===== src/rtl/multicycle_ctrl.sv =====
// multicycle_ctrl: FETCH/DECODE/EXEC/MEM/WB control FSM with memory wait timeout, fault halt and perf counters
module multicycle_ctrl #(
    parameter int CNT_W    = 32,
    parameter int MAX_WAIT = 16,
    parameter int WAIT_W   = 5
) (
    input  logic             clk_i,
    input  logic             rst_ni,
    input  logic [6:0]       opcode_i,
    input  logic [2:0]       funct3_i,
    input  logic             zero_i,
    input  logic             mem_ready_i,
    output logic             mem_req_o,
    output logic             mem_we_o,
    output logic             addr_sel_o,
    output logic             ir_write_o,
    output logic             pc_write_o,
    output logic [1:0]       pc_sel_o,
    output logic [1:0]       alu_src_a_o,
    output logic [1:0]       alu_src_b_o,
    output logic [1:0]       alu_op_o,
    output logic             reg_write_o,
    output logic [1:0]       wb_sel_o,
    output logic [2:0]       state_o,
    output logic             illegal_o,
    output logic             bus_err_o,
    output logic [CNT_W-1:0] cycles_o,
    output logic [CNT_W-1:0] instret_o
);
    typedef enum logic [2:0] {
        FETCH  = 3'd0,
        DECODE = 3'd1,
        EXEC   = 3'd2,
        MEM    = 3'd3,
        WB     = 3'd4,
        HALT   = 3'd7
    } state_e;

    localparam logic [6:0] OP_R    = 7'b0110011;
    localparam logic [6:0] OP_I    = 7'b0010011;
    localparam logic [6:0] OP_LD   = 7'b0000011;
    localparam logic [6:0] OP_ST   = 7'b0100011;
    localparam logic [6:0] OP_BR   = 7'b1100011;
    localparam logic [6:0] OP_JAL  = 7'b1101111;
    localparam logic [6:0] OP_JALR = 7'b1100111;
    localparam logic [WAIT_W-1:0] LAST_WAIT = WAIT_W'(MAX_WAIT - 1);

    state_e            state_q, state_d;
    logic [WAIT_W-1:0] wait_q, wait_d;
    logic [CNT_W-1:0]  cycles_q, instret_q;
    logic              illegal_q, bus_err_q;
    logic              retire, set_ill, set_be, timeout, legal, is_ld, is_st;

    assign is_ld   = opcode_i == OP_LD;
    assign is_st   = opcode_i == OP_ST;
    assign legal   = opcode_i inside {OP_R, OP_I, OP_LD, OP_ST, OP_BR, OP_JAL, OP_JALR};
    assign timeout = (MAX_WAIT != 0) && (wait_q == LAST_WAIT);

    assign state_o   = state_q;
    assign illegal_o = illegal_q;
    assign bus_err_o = bus_err_q;
    assign cycles_o  = cycles_q;
    assign instret_o = instret_q;

    // Next state, wait count and control outputs; every control is held low during reset
    always_comb begin
        state_d     = state_q;
        wait_d      = '0;
        retire      = 1'b0;
        set_ill     = 1'b0;
        set_be      = 1'b0;
        mem_req_o   = 1'b0;
        mem_we_o    = 1'b0;
        addr_sel_o  = 1'b0;
        ir_write_o  = 1'b0;
        pc_write_o  = 1'b0;
        pc_sel_o    = 2'd0;
        alu_src_a_o = 2'd0;
        alu_src_b_o = 2'd0;
        alu_op_o    = 2'b00;
        reg_write_o = 1'b0;
        wb_sel_o    = 2'd0;
        if (rst_ni) begin
            case (state_q)
                FETCH: begin
                    mem_req_o   = 1'b1;
                    alu_src_b_o = 2'd1;
                    ir_write_o  = mem_ready_i;
                    pc_write_o  = mem_ready_i;
                    wait_d      = mem_ready_i ? '0 : wait_q + WAIT_W'(1);
                    set_be      = !mem_ready_i && timeout;
                    state_d     = mem_ready_i ? DECODE : (timeout ? HALT : FETCH);
                end
                DECODE: begin
                    alu_src_a_o = 2'd1;
                    alu_src_b_o = 2'd2;
                    set_ill     = !legal;
                    state_d     = legal ? EXEC : HALT;
                end
                EXEC: begin
                    case (opcode_i)
                        OP_R: begin
                            alu_src_a_o = 2'd2;
                            alu_op_o    = 2'b10;
                            state_d     = WB;
                        end
                        OP_I: begin
                            alu_src_a_o = 2'd2;
                            alu_src_b_o = 2'd2;
                            alu_op_o    = 2'b10;
                            state_d     = WB;
                        end
                        OP_LD, OP_ST: begin
                            alu_src_a_o = 2'd2;
                            alu_src_b_o = 2'd2;
                            state_d     = MEM;
                        end
                        OP_BR: begin
                            alu_src_a_o = 2'd2;
                            alu_op_o    = 2'b01;
                            pc_write_o  = zero_i ^ funct3_i[0];
                            pc_sel_o    = 2'd1;
                            retire      = 1'b1;
                            state_d     = FETCH;
                        end
                        OP_JAL: begin
                            pc_write_o  = 1'b1;
                            pc_sel_o    = 2'd1;
                            reg_write_o = 1'b1;
                            wb_sel_o    = 2'd2;
                            retire      = 1'b1;
                            state_d     = FETCH;
                        end
                        OP_JALR: begin
                            alu_src_a_o = 2'd2;
                            alu_src_b_o = 2'd2;
                            pc_write_o  = 1'b1;
                            pc_sel_o    = 2'd2;
                            reg_write_o = 1'b1;
                            wb_sel_o    = 2'd2;
                            retire      = 1'b1;
                            state_d     = FETCH;
                        end
                        default: begin
                            set_ill = 1'b1;
                            state_d = HALT;
                        end
                    endcase
                end
                MEM: begin
                    mem_req_o  = 1'b1;
                    addr_sel_o = 1'b1;
                    mem_we_o   = is_st;
                    retire     = mem_ready_i && is_st;
                    wait_d     = mem_ready_i ? '0 : wait_q + WAIT_W'(1);
                    set_be     = !mem_ready_i && timeout;
                    state_d    = mem_ready_i ? (is_st ? FETCH : WB) : (timeout ? HALT : MEM);
                end
                WB: begin
                    reg_write_o = 1'b1;
                    wb_sel_o    = is_ld ? 2'd1 : 2'd0;
                    retire      = 1'b1;
                    state_d     = FETCH;
                end
                HALT: state_d = HALT;
                default: state_d = FETCH;
            endcase
        end
    end

    // State, wait counter, sticky fault flags and wrapping performance counters
    always_ff @(posedge clk_i or negedge rst_ni) begin
        if (!rst_ni) begin
            state_q   <= FETCH;
            wait_q    <= '0;
            cycles_q  <= '0;
            instret_q <= '0;
            illegal_q <= 1'b0;
            bus_err_q <= 1'b0;
        end else begin
            state_q   <= state_d;
            wait_q    <= wait_d;
            if (state_q != HALT) cycles_q <= cycles_q + CNT_W'(1);
            if (retire) instret_q <= instret_q + CNT_W'(1);
            illegal_q <= illegal_q | set_ill;
            bus_err_q <= bus_err_q | set_be;
        end
    end
endmodule

===== config.mk =====
export PLATFORM = sky130hd
export DESIGN_NAME = multicycle_ctrl
export DESIGN_NICKNAME = d
export VERILOG_FILES = /design/src/rtl/multicycle_ctrl.sv
export SDC_FILE = /design/constraint.sdc
export NUM_CORES = 1
export LEC_CHECK = 0
export CAP_MARGIN = 10
export CORE_MARGIN = 3
export CORE_UTILIZATION = 44
export DETAILED_ROUTE_END_ITERATION = 12
export PLACE_DENSITY_LB_ADDON = 0.3
export SLEW_MARGIN = 40
export SYNTH_ARGS = -nofsm -noshare
export SYNTH_HDL_FRONTEND = slang
export SYNTH_SLANG_ARGS = --single-unit
export TNS_END_PERCENT = 50

===== constraint.sdc =====
create_clock -name clk_i -period 1.95 [get_ports clk_i]
set_input_delay 0.39 -clock clk_i [delete_from_list [all_inputs] [get_ports clk_i]]
set_output_delay 0.39 -clock clk_i [all_outputs]
set_load 0.02 [all_outputs]

* Word level (Yosys, flattened, before mapping) *
Index checks and enable logic that the tools add are counted.

word-level totals
  input port bits = 14
  register bits = 74
  output and inout port bits = 85
  logic and storage cells = 90

operators by class
  bitwise gates (word level) = 3
  reduce and logical (&&, ||, !) cells = 15
  eq/ne operators = 14
  multiplexer cells = 49
  add/subtract/negate cells = 3

operator list
  cell                   number
  $add 32x1->32 const B  2
  $eq 7x7->1 const B     3
  $mux 2                 10
  $mux 1                 18
  $mux 3                 6
  $pmux 2 s2             4
  $mux 5                 3
  $pmux 3 s5             1
  $eq 7x6->1 const B     2
  $reduce_or 2->1        5
  $pmux 3 s3             1
  $pmux 1 s2             4
  $eq 7x2->1 const B     1
  $eq 7x5->1 const B     1
  $reduce_bool 7->1      1
  $reduce_or 7->1        1
  $eq 3x2->1 const B     2
  $eq 3x3->1 const B     2
  $pmux 2 s3             1
  $reduce_or 6->1        1
  $add 5x1->5 const B    1
  $eq 5x4->1 const B     1
  $reduce_or 4->1        1
  $eq 3x1->1 const B     1
  other kinds (8)        11

* Logic depth before layout (Yosys ltp) *
  word-level depth = 6
  gate-level depth with buffers = 7
  depth with buffers taken out = 7

* Least setup slack after synthesis *
OpenSTA, ideal clock, no wires.

  kind = reg-to-output
  from = register state_q[2], in the netlist state_o[2]
  to = output pc_sel_o[0]
  buffers on the path = 2
  data required time = 1.560 ns
  slack = -0.473 ns
  arrival = 2.033 ns
  cell stages (with the launch flop) = 7
  cell sequence = dfrtp_1 > clkbuf_1 > nand2b_1 > clkbuf_1 > nor2_1 > nand2_1 > nor4_1

on the way
  word-level cells in the longest chain between the ends = 3

ends and longest elaborated chain
  what                      RTL line  text
  start: declaration        48        state_e state_q, state_d;
  start signal: assignment  181       state_q <= state_d;
  $eq 3x2->1                84        case (state_q)
  $mux 2                    84
  $mux 2                    83        if (rst_ni) begin
  end: declaration          18        output logic [1:0] pc_sel_o,

No other way between the ends.

* Final worst setup path *
  from = input opcode_i[6]
  to = output mem_we_o

on the way
  word-level cells in the longest chain between the ends = 3

ends and longest elaborated chain
  what                RTL line  text
  start: declaration  9         input logic [6:0] opcode_i,
  $eq 7x6->1          55        assign is_st = opcode_i == OP_ST;
  $mux 1              84
  $mux 1              83
  end: declaration    14        output logic mem_we_o,

No other way between the ends.

==> results.json <==
{
  "wl_um": 11100,
  "cellLeakagePower_uw": 0.00282,
  "slew_violations": 0,
  "fin_tns_setup_ns": -2.97,
  "start_kind": "input port",
  "ys_seq_area_share_pct": 49.6,
  "die_x_um": 98.1,
  "status": "finished with violations",
  "vias": 3583,
  "synthMostInstantiatedCell": "dfrtp_1",
  "synth-edff-count": 0,
  "dp_hpwl_um": 7400,
  "drive_gt1_share_pct": 32.1,
  "cts_buffers": 9,
  "slew_headroom_pct": 63.3,
  "drt-met1-wl_um": 4750,
  "worstSetupPathType": "input port to output pin",
  "ys.flop_type": "dfrtp_1",
  "route.met3.wl_um": 556,
  "synthTopCellsByCount": "74 x dfrtp_1, 37 x xnor2_1, 32 x nor2_1, 31 x nand2_1, 30 x nand4_1",
  "hold_path_class": "input port to async pin",
  "violations": "setup timing",
  "grt_pass1_wl_um": 18400,
  "synthCells": 370,
  "cts_buffer_depth": 2,
  "place_congestion": 0.932,
  "cts_root_buffer": "clkbuf_8",
  "grt_pass1_vias": 3760,
  "nets": 570,
  "crit_fanout": 2,
  "worstPathCellList": "buf_6 > buf_6 > or4b_4 > nor4_4 > buf_4 > buf_6",
  "dpl_cell_area_mm2": 0.00538,
  "setup_ws_ns": -0.163,
  "wl_met2_um": 5590,
  "worst-path-buf-inv": 4,
  "fin_crit_sh_pct": 108,
  "htreeDepth": 3,
  "antenna_found_initial": 0,
  "yosys.area.top_type": "dfrtp_1",
  "grt_use_total_pct": 23.1,
  "synth_area_leaders": "dfrtp_1 50%, xnor2_1 8.7%, xor2_1 6.3%, nand4_1 5.0%, nor2_1 3.2%",
  "cp.required_ns": 1.56,
  "yosys.area.top_type_share_pct": 49.6,
  "dieArea_mm2": 0.00962,
  "arrival_ns": 1.72,
  "die_y_um": 98.1,
  "synth.ff_latch_count": 74,
  "worstSkewPairLatency_ns": 0.34,
  "cpPeakStageDelay_ns": 0.53,
  "core-area_mm2": 0.00797,
  "rsz0062_at_grt": "yes",
  "hold_viol": 0,
  "floorplan.initialDensity_pct": 46.8,
  "top_level_ports": 99,
  "finalNonFillerCells": 659,
  "cap_violations": 0,
  "dp.cells": 621,
  "cp_common_cell": "buf_6",
  "finalSetupViolCount": 32,
  "crit_slowest_cell": "or4b_4",
  "clock_skew_ns": 0.0131,
  "wire_per_inst_um": 16.9,
  "nFillCells": 524,
  "ctsHoldBuffers": 0,
  "yosysUniqueCellTypes": 42,
  "syn_nets": 388,
  "path_delay_family": "simple AND/OR/NAND/NOR gates",
  "overflow": 0,
  "viasPerCell": 5.44,
  "worstMarginPinSlew_ns": 0.548,
  "clock_sinks": 74,
  "first_pass_iters": 4,
  "avgSynthCellArea_um2": 10.1,
  "clkSlewWorstSetupHoldPaths_ns": 0.08,
  "io_buffers": 96,
  "async_flop_share_pct": 100,
  "grt_max_degree": 44,
  "syn_area_mm2": 0.00373,
  "post-place-ws_ns": -0.858,
  "drc": 0,
  "ant_nets": 0,
  "powerDensity_mw_per_mm2": 930,
  "fmax_mhz": 473,
  "endpoint_kind": "output pin",
  "tritoncts": "built",
  "period_minus_slack_ns": 2.11,
  "irDropWorstVdd_uv": 866,
  "drtIter0Drc": 110,
  "num_rows": 32,
  "yosysWarnings": 0,
  "syn2layout_area_growth_pct": 63.4,
  "top_layer": "met4",
  "fin_area_mm2": 0.00610,
  "antenna_cells": 0
}
==> power breakdown <==
part | switching, uW | internal (uW) | leakage (uW) | total, uW
clock network | 575 | 793 | 0.000117 | 1370
logic | 1250 | 1140 | 0.00174 | 2390
registers | 202 | 1720 | 0.000960 | 1920
==> cell families after synthesis <==
logic type | Yosys count | synth area share (%)
AND/OR/NAND/NOR | 190 | 27.5
adder cells (fa/ha/maj) | 4 | 1.34
XOR/XNOR | 64 | 15.0
multiplexers | 1 | 0.302
buffers and inverters | 14 | 1.88
flip-flops | 74 | 49.6
AO/OA/AOI/OAI | 23 | 4.29
==> final cells by class <==
class | count | area (um2) | area share (%)
clock buffer | 12 | 155 | 2.54
clock inverter | 4 | 73.8 | 1.21
inverter | 4 | 15.0 | 0.246
multi-input combinational | 282 | 2210 | 36.2
sequential | 74 | 1850 | 30.4
tap | 102 | 128 | 2.09
timing repair buffer | 181 | 1670 | 27.3
==> state kept, by name, summed over array words and instances (netlist names) <==
signal	flops
cycles_o	32
instret_o	32
wait_q	5
state_o	3
bus_err_o	1
illegal_o	1
==> per-stage QoR <==
stage	hold slack (ns)	power (uW)	utilization (%)
2_1_floorplan	0.0944	2860	-
3_3_place_gp	0.451	3790	67.5
5_1_grt	0.311	5940	76.5
6_report	0.287	5670	76.5
3_5_place_dp	0.445	3840	67.5
4_1_cts	0.267	5510	74.0
==> worst min-delay path, cell delays in order <==
cell   delay, ns
buf_4       0.12
buf_4       0.15
buf_4       0.40
==> path summary, 6_finish.rpt <==
path / to / startpoint / slack, ns / cells past startpoint
max: mem_we_o / opcode_i[6] / -0.16 / 6
max reg2reg: instret_o[26] / state_o[1] / -0.02 / 9
max in group asynchronous: cycles_o[31] / rst_ni / 1.26 / 3
min reg2reg: wait_q[0] / wait_q[0] / 0.46 / 1
min in group clk_i: wait_q[0] / wait_q[0] / 0.46 / 1
min: state_o[2] / rst_ni / 0.29 / 3
==> routing by layer <==
metal,GRT usage [%],vias to the layer above
li1,-,1698
met1,29.6,1745
met2,38.8,116
met5,0,-
met3,4.93,24
met4,8.09,0
==> placed cells by master (no fill, tap or decap), drive strengths merged, types with 12 or more instances in the layout <==
master         netlist  layout
clkdlybuf4s50        0      68
nor3                23      23
xnor2               37      37
xor2                27      27
nand2               31      31
dfrtp               74      74
clkbuf               6      16
buf                  4     104
nor2                32      32
nand4               30      30
nand3               23      23
and3                12      12
==> what timing repair did <==
action / CTS / global route
setup endpoints to repair: 49 / 54
buffers inserted: 12 / 7
gates cloned: 4 / 0
gates resized for setup: 128 / 57
endpoints found under the hold margin: 0 / 0
pin swaps: 22 / 37
Note: power is estimated with default switching activity, not from simulation.
